[config.mk]
export PLATFORM = sky130hd
export DESIGN_NAME = regfile_sched
export DESIGN_NICKNAME = d
export VERILOG_FILES = /design/src/rtl/regfile_sched.sv
export SDC_FILE = /design/constraint.sdc
export NUM_CORES = 2
export LEC_CHECK = 0
export CAP_MARGIN = 5
export CELL_PAD_IN_SITES_DETAIL_PLACEMENT = 0
export CELL_PAD_IN_SITES_GLOBAL_PLACEMENT = 1
export CORE_ASPECT_RATIO = 0.9
export CORE_MARGIN = 2
export CORE_UTILIZATION = 51
export DETAILED_ROUTE_END_ITERATION = 16
export GPL_TIMING_DRIVEN = 0
export PLACE_DENSITY = 0.79
export SLEW_MARGIN = 20
export SYNTH_ARGS = -nofsm -noshare
export SYNTH_HDL_FRONTEND = slang
export SYNTH_SLANG_ARGS = --single-unit
[constraint.sdc]
create_clock -name clk -period 3 [get_ports clk]
set_input_delay 0.6 -clock clk [delete_from_list [all_inputs] [get_ports clk]]
set_output_delay 0.6 -clock clk [all_outputs]
set_load 0.01 [all_outputs]
[src/rtl/regfile_sched.sv]
// regfile_sched: owns the 15-entry Y86-64 register file and sequences
// decode-stage operand reads against writeback-stage dual writes through a
// single internal write port. Writeback has priority over reads. When both
// write ports target the same register, the E write lands first and the M
// write second, so valM is the final value (popq %rsp behaviour).
module regfile_sched #(
  parameter int                DATA_W    = 64,
  parameter logic [DATA_W-1:0] RSP_RESET = {DATA_W{1'b0}}
) (
  input  logic              clk,
  input  logic              rst_n,
  input  logic              wb_valid,
  output logic              wb_ready,
  input  logic [3:0]        dstE,
  input  logic [DATA_W-1:0] valE,
  input  logic [3:0]        dstM,
  input  logic [DATA_W-1:0] valM,
  input  logic              rd_valid,
  output logic              rd_ready,
  input  logic [3:0]        srcA,
  input  logic [3:0]        srcB,
  output logic [DATA_W-1:0] valA,
  output logic [DATA_W-1:0] valB,
  output logic              rd_done,
  output logic              busy
);

  localparam logic [3:0] RNONE = 4'hF;

  typedef enum logic [1:0] {
    S_IDLE = 2'd0,
    S_WR_E = 2'd1,
    S_WR_M = 2'd2,
    S_RD   = 2'd3
  } state_t;

  state_t            r_state;
  state_t            w_next;
  logic [DATA_W-1:0] r_regs [0:14];
  logic [3:0]        r_dst_e;
  logic [3:0]        r_dst_m;
  logic [DATA_W-1:0] r_val_e;
  logic [DATA_W-1:0] r_val_m;
  logic [3:0]        r_src_a;
  logic [3:0]        r_src_b;
  logic [DATA_W-1:0] r_val_a;
  logic [DATA_W-1:0] r_val_b;
  logic              r_rd_done;
  logic              w_wb_xfer;
  logic              w_rd_xfer;
  logic [DATA_W-1:0] w_rd_a;
  logic [DATA_W-1:0] w_rd_b;

  // Handshakes are purely combinational so a requester sees acceptance in the same cycle.
  assign wb_ready  = (r_state == S_IDLE);
  assign rd_ready  = (r_state == S_IDLE) && !wb_valid;
  assign busy      = (r_state != S_IDLE);
  assign w_wb_xfer = wb_valid && wb_ready;
  assign w_rd_xfer = rd_valid && rd_ready;

  // ID 0xF has no storage; it always reads as zero.
  assign w_rd_a = (r_src_a == RNONE) ? {DATA_W{1'b0}} : r_regs[r_src_a];
  assign w_rd_b = (r_src_b == RNONE) ? {DATA_W{1'b0}} : r_regs[r_src_b];

  assign valA    = r_val_a;
  assign valB    = r_val_b;
  assign rd_done = r_rd_done;

  // State register.
  always_ff @(posedge clk or negedge rst_n) begin
    if (!rst_n) begin
      r_state <= S_IDLE;
    end else begin
      r_state <= w_next;
    end
  end

  // Next-state logic: a writeback skips any port whose destination is RNONE.
  always_comb begin
    w_next = r_state;
    case (r_state)
      S_IDLE: begin
        if (wb_valid) begin
          if (dstE != RNONE) begin
            w_next = S_WR_E;
          end else if (dstM != RNONE) begin
            w_next = S_WR_M;
          end else begin
            w_next = S_IDLE;
          end
        end else if (rd_valid) begin
          w_next = S_RD;
        end else begin
          w_next = S_IDLE;
        end
      end
      S_WR_E: begin
        if (r_dst_m != RNONE) begin
          w_next = S_WR_M;
        end else begin
          w_next = S_IDLE;
        end
      end
      S_WR_M:  w_next = S_IDLE;
      S_RD:    w_next = S_IDLE;
      default: w_next = S_IDLE;
    endcase
  end

  // Capture request fields on transfer so requesters may move on immediately.
  always_ff @(posedge clk or negedge rst_n) begin
    if (!rst_n) begin
      r_dst_e <= 4'h0;
      r_dst_m <= 4'h0;
      r_val_e <= {DATA_W{1'b0}};
      r_val_m <= {DATA_W{1'b0}};
      r_src_a <= 4'h0;
      r_src_b <= 4'h0;
    end else if (w_wb_xfer) begin
      r_dst_e <= dstE;
      r_dst_m <= dstM;
      r_val_e <= valE;
      r_val_m <= valM;
    end else if (w_rd_xfer) begin
      r_src_a <= srcA;
      r_src_b <= srcB;
    end
  end

  // Register array with its single write port, driven from the WR_E / WR_M states.
  always_ff @(posedge clk or negedge rst_n) begin
    if (!rst_n) begin
      for (int i = 0; i < 15; i++) begin
        r_regs[i] <= (i == 4) ? RSP_RESET : {DATA_W{1'b0}};
      end
    end else begin
      case (r_state)
        S_WR_E: if (r_dst_e != RNONE) r_regs[r_dst_e] <= r_val_e;
        S_WR_M: if (r_dst_m != RNONE) r_regs[r_dst_m] <= r_val_m;
        default: ;
      endcase
    end
  end

  // Operand results: updated only on RD completion, held otherwise; rd_done pulses once.
  always_ff @(posedge clk or negedge rst_n) begin
    if (!rst_n) begin
      r_val_a   <= {DATA_W{1'b0}};
      r_val_b   <= {DATA_W{1'b0}};
      r_rd_done <= 1'b0;
    end else if (r_state == S_RD) begin
      r_val_a   <= w_rd_a;
      r_val_b   <= w_rd_b;
      r_rd_done <= 1'b1;
    end else begin
      r_rd_done <= 1'b0;
    end
  end

endmodule

# After elaboration in Yosys (flattened, before gate mapping)
# Cells that the tools add are included.
# word_totals
regBits	1235
wordCells	83
out_inout_bits	132
# op_classes
eq_ne	11
reduce_logical	12
order_cmp	6
n_bitwise	5
mux	24
# ops
operator	count
$bwmux 960	2
$mux 960	2
$pmux 960 s2	1
$bmux 64 s4	2
$demux 64 s4	2
$mux 64	8
$ge 5x5->1 const B	4
$not 4->5	4
$ne 4x4->1 const B	4
$lt 5x1->1 const B	2
$mux 2	5
$eq 4x4->1 const B	2
$pmux 2 s3	1
$logic_and 1x1->1	5
$eq 2x2->1 const B	2
$ne 2x2->1 const B	2
$reduce_bool 2->1	2
$reduce_and 3->1	1
$eq 2x1->1 const B	1
$logic_not 2->1	1
$reduce_and 2->1	1
$reduce_or 2->1	1
$logic_not 1->1	1
$mux 1	1
$not 1->1	1

# Logic depth before layout (Yosys ltp)
# depth
ltp_word	8
mapped_depth	9
mapped_depth_nobuf	5

# Least setup slack after synthesis
# No wires, ideal clock.
# synth_path
kind	reg-to-reg
start	register r_src_b[2]
end	register r_val_b[54], in the netlist valB[54]
stages_incl_launch_ff	7
synth_period_minus_slack_ns	2.115
setup_time_ns	0.126
path_slack_ns	0.885
arrival_ns	1.989
required_time_ns	2.874
path_cell_list	dfrtp_1 > clkbuf_1 > clkbuf_1 > clkbuf_1 > mux4_2 > mux2_2 > a221o_1
# synth_via
elab_chain_len	5
# synth_lines
element	line	text
start: declaration	45	logic [3:0] r_src_b;
start signal: assignment	126	r_src_b <= srcB;
$not 4->5 (not written as such)	63	assign w_rd_b = (r_src_b == RNONE) ? {DATA_W{1'b0}} : r_regs[r_src_b];
$bmux 64 s4	63	
$mux 64 (not written as such) (2 in series)	63	
$mux 64 (*)	63	
end signal: assignment	149	r_val_b <= {DATA_W{1'b0}};
end signal: assignment	153	r_val_b <= w_rd_b;
end: declaration	47	logic [DATA_W-1:0] r_val_b;
# Every way passes the cells marked *; elsewhere a longest branch is shown, timed or not. The select of a mux whose other input is x is not followed.
# A chain may end at the register's enable or synchronous reset.

# Final worst setup path
# layout_path
start	register r_src_a[0]
end	register r_val_a[52], in the netlist valA[52]
# layout_via
elab_chain_len	5
# layout_lines
element	line	text
start: declaration	44	logic [3:0] r_src_a;
start signal: assignment	125	r_src_a <= srcA;
$not 4->5 (not written as such)	62	assign w_rd_a = (r_src_a == RNONE) ? {DATA_W{1'b0}} : r_regs[r_src_a];
$bmux 64 s4	62	
$mux 64 (not written as such) (2 in series)	62	
$mux 64 (*)	62	
end signal: assignment	148	r_val_a <= {DATA_W{1'b0}};
end signal: assignment	152	r_val_a <= w_rd_a;
end: declaration	46	logic [DATA_W-1:0] r_val_a;
# Marks and branches as above.

==> metrics.md <==
| Metric | Value |
|---|---|
| Die area | 138000 um2 |
| Mapped Nets | between 5000 and 6000 |
| Clock sink count | 1235 |
| CTS tree | yes |
| Seq. cell area | slightly above 30000 um2 |
| Setup_tns | -3.81 ns |
| Worst Setup Slack, final | -0.0871 ns |
| Share of cells above drive strength 1 | 0.313 |
| Slew margin rel. | 0.203 |
| Clk buf depth | 3 |
| Detail Route Antenna Nets | 0 |
| Pwr Total | approximately 83000 uW |
| Synth area leader | dfrtp_1 |
| PD cells | ~1000 nW/um2 |
| Final setup viols | ~140 |
| # DRC | 0 |
| TritonCTS Buffers | about 140 |
| Initial Util | 0.515 |
| Total iterations of the first detailed-routing run | 6 |
| CP max FO | 10 |
| Via count | 58207 |
| P&R area growth vs syn | 15.6% |
| Netlist cell types | 36 |
| Min Hold Slack | just over 0.3 ns |
| Final worst path period need | a little over 3 ns |
| Sequential share of the synthesized area | 0.450 |
| Flops & latches, synth | around 1200 |
| GRT overflow | 0 |
| Port bufs | between 200 and 300 |
| Final net count | 6285 |
| Number of max-cap violations | 0 |
| Worst-margin pin slew | 1.20 ns |
| Status | finished with violations |
| Post-DP HPWL | 194 mm |
| Failing checks | negative setup slack |
| Num rows | 127 |
| Syn avg cell area | about 12 um2 |
| CTS Root Cell | clkbuf_16 |
| DR WL/cell | 35.1 um |
| H-tree depth | 4 |
| Io pins | 280 |
| Top post-synthesis cells by area | dfrtp_1, mux2_2, mux4_2, o22ai_1, nand2_1 |
| Flop2flop setup slack | -0.09 ns |
| Worst Path Arrival | 3.82 ns |
| Reg clk slew, reported paths | around 0.06 ns |
| Max Fclk | between 300 and 400 MHz |
| Skew final | 0.0337 ns |
| RSZ-0062 raised after global routing | no |
| Largest net degree at the start of global routing | about 150 |
| Die height | between 300 and 400 um |
| Global-route usage over all layers | 0.403 |
| Antenna violations before repair | 13 |
| CP required | roughly 3.7 ns |
| DRT Wirelength | around 280 mm |
| Worst min-delay path category | input pin to flop |
| Via density | just over 7 |
| Critical Path End Type | flop |
| DRT iter0 DRCs | a little under 8000 |
| Nature of the critical path startpoint | flop |
| Worst-Skew Late Latency | just over 0.8 ns |
| Place WS | -1.40 ns |
| Worst Path Class, Setup | flop to flop |
| Count of final max-slew check failures | 0 |
| Period utilization | 1.03 |
| Fill cell count | approximately 11000 |
| Synth top area share | 0.450 |
| Area occupied by multi-input gates | roughly 35000 um2 |
| Die width | around 390 um |
| Post-synthesis cell count | between 5000 and 6000 |
| VDD IR max | 764 uV |
| Final GP Congestion | ~0.96 |
| Vias in the first global route | 56894 |
| First-pass GRT wire length | 402 mm |
| Cell area after synthesis | 68700 um2 |
| Hold Fails Final Rpt | 0 |
| CORE AREA | about 130000 um2 |
| Ys Warns | 0 |
| Leakage power | approximately 0.035 uW |
[placed cells by master (no fill, tap or decap), drive strengths merged, types with 2 or more instances in the layout]
cell type	instances
inv	68
clkdlybuf4s50	278
clkinvlp	4
nand3	15
clkdlybuf4s15	4
nor2	71
a2bb2oi	64
and2	2
a211oi	64
nand2	623
diode	23
mux2	1096
a22oi	64
bufinv	10
o211ai	64
nand4	2
clkinv	13
mux2i	128
nor2b	10
o22ai	973
o221ai	64
a221o	64
nand2b	4
dfrtp	1235
o32ai	2
buf	251
and3	2
mux4	384
clkbuf	677
[timing repair]
item,4_1_cts,5_1_grt
buffers inserted,3,10
gates resized for setup,75,64
endpoints found under the setup margin,458,404
pin swaps,1,5
hold buffers,1,0
gates cloned,0,0
endpoints found under the hold margin,70,0
[report_power, final]
part	internal [uW]	switching (uW)
logic	15000	24900
registers	21400	4060
clock network	10500	7410
[flip-flops by register name, summed over array words and instances, names as in the netlist, 4 cells and up]
name,count
r_dst_m,4
r_src_a,4
valA,64
r_regs,960
r_dst_e,4
valB,64
r_src_b,4
r_val_m,64
r_val_e,64
[worst max-delay path, stage by stage, from the launching register on]
cell	delay, ns
dfrtp_1	0.36
buf_4	0.21
buf_4	0.27
buf_6	0.24
nand3_1	0.12
and3_1	0.17
buf_2	0.61
clkbuf_2	0.56
o211ai_1	0.27
nand2_1	0.13
[cell usage after synthesis]
| library cell | instances |
|---|---|
| dfrtp_1 | 1235 |
| mux2_2 | 1022 |
| o22ai_1 | 960 |
| nand2_1 | 623 |
| clkbuf_1 | 456 |
| mux4_2 | 384 |
| buf_2 | 159 |
| mux2i_1 | 128 |
| mux2_1 | 74 |
| nor2_1 | 71 |
| inv_1 | 66 |
| a211oi_1 | 64 |
| a221o_1 | 64 |
| a22oi_1 | 64 |
| a2bb2oi_1 | 64 |
| o211ai_1 | 64 |
| o221ai_1 | 64 |
| buf_1 | 32 |
| buf_6 | 21 |
| buf_4 | 17 |
| nand3_1 | 15 |
| o22ai_2 | 12 |
| nor2b_1 | 10 |
| nand2b_1 | 4 |
| and2_1 | 2 |
| and3_1 | 2 |
| nand4_1 | 2 |
| o32ai_4 | 2 |
| a311oi_1 | 1 |
| a31oi_1 | 1 |
| and4_1 | 1 |
| nand3b_2 | 1 |
| nor3_1 | 1 |
| o21bai_1 | 1 |
| o22ai_4 | 1 |
| or2_2 | 1 |
[stage by stage]
step	utilization	std cells	area, um2
final	0.595	8008	79400
after detailed placement	0.556	7723	74200
after floorplan	-	5689	68700
after global placement	0.552	7709	73700
after CTS	0.593	7973	79100
after global routing	0.595	7987	79400
[metal layers]
layer  vias up  global-route usage  wire length (um)
met3       950               0.140             35600
li1      22958                   -                 -
met2      4278               0.555            118000
met4        20               0.250             19800
met5         -             0.00909               284
met1     30001               0.543            107000
[logic make-up after synthesis]
family / after synthesis / share of synthesized area
buffers and inverters: 751 / 0.0471
AND/OR/NAND/NOR: 733 / 0.0413
AO/OA/AOI/OAI: 1362 / 0.138
multiplexers: 1608 / 0.324
flip-flops: 1235 / 0.450
[worst paths after layout]
kind | startpoint | end | cells past startpoint
worst max-delay path | r_src_a[0] | valA[52] | 9
worst min-delay path | valE[6] | r_val_e[6] | 3
worst max register to register | r_src_a[0] | valA[52] | 9
worst min register to register | r_val_e[43] | r_val_e[43] | 2
max in group asynchronous | rst_n | r_regs[374] | 5
min in group asynchronous | rst_n | valA[11] | 2
[cell type report]
class                      count  area share
clock buffer                 218      0.0533
sequential                  1235       0.389
timing repair buffer         309      0.0426
clock inverter                29     0.00562
buffer                       684      0.0403
tap                         1741      0.0274
inverter                      66     0.00312
multi-input combinational   3703       0.438
antenna                       23    0.000724
Power figures use the tool's default switching activity.
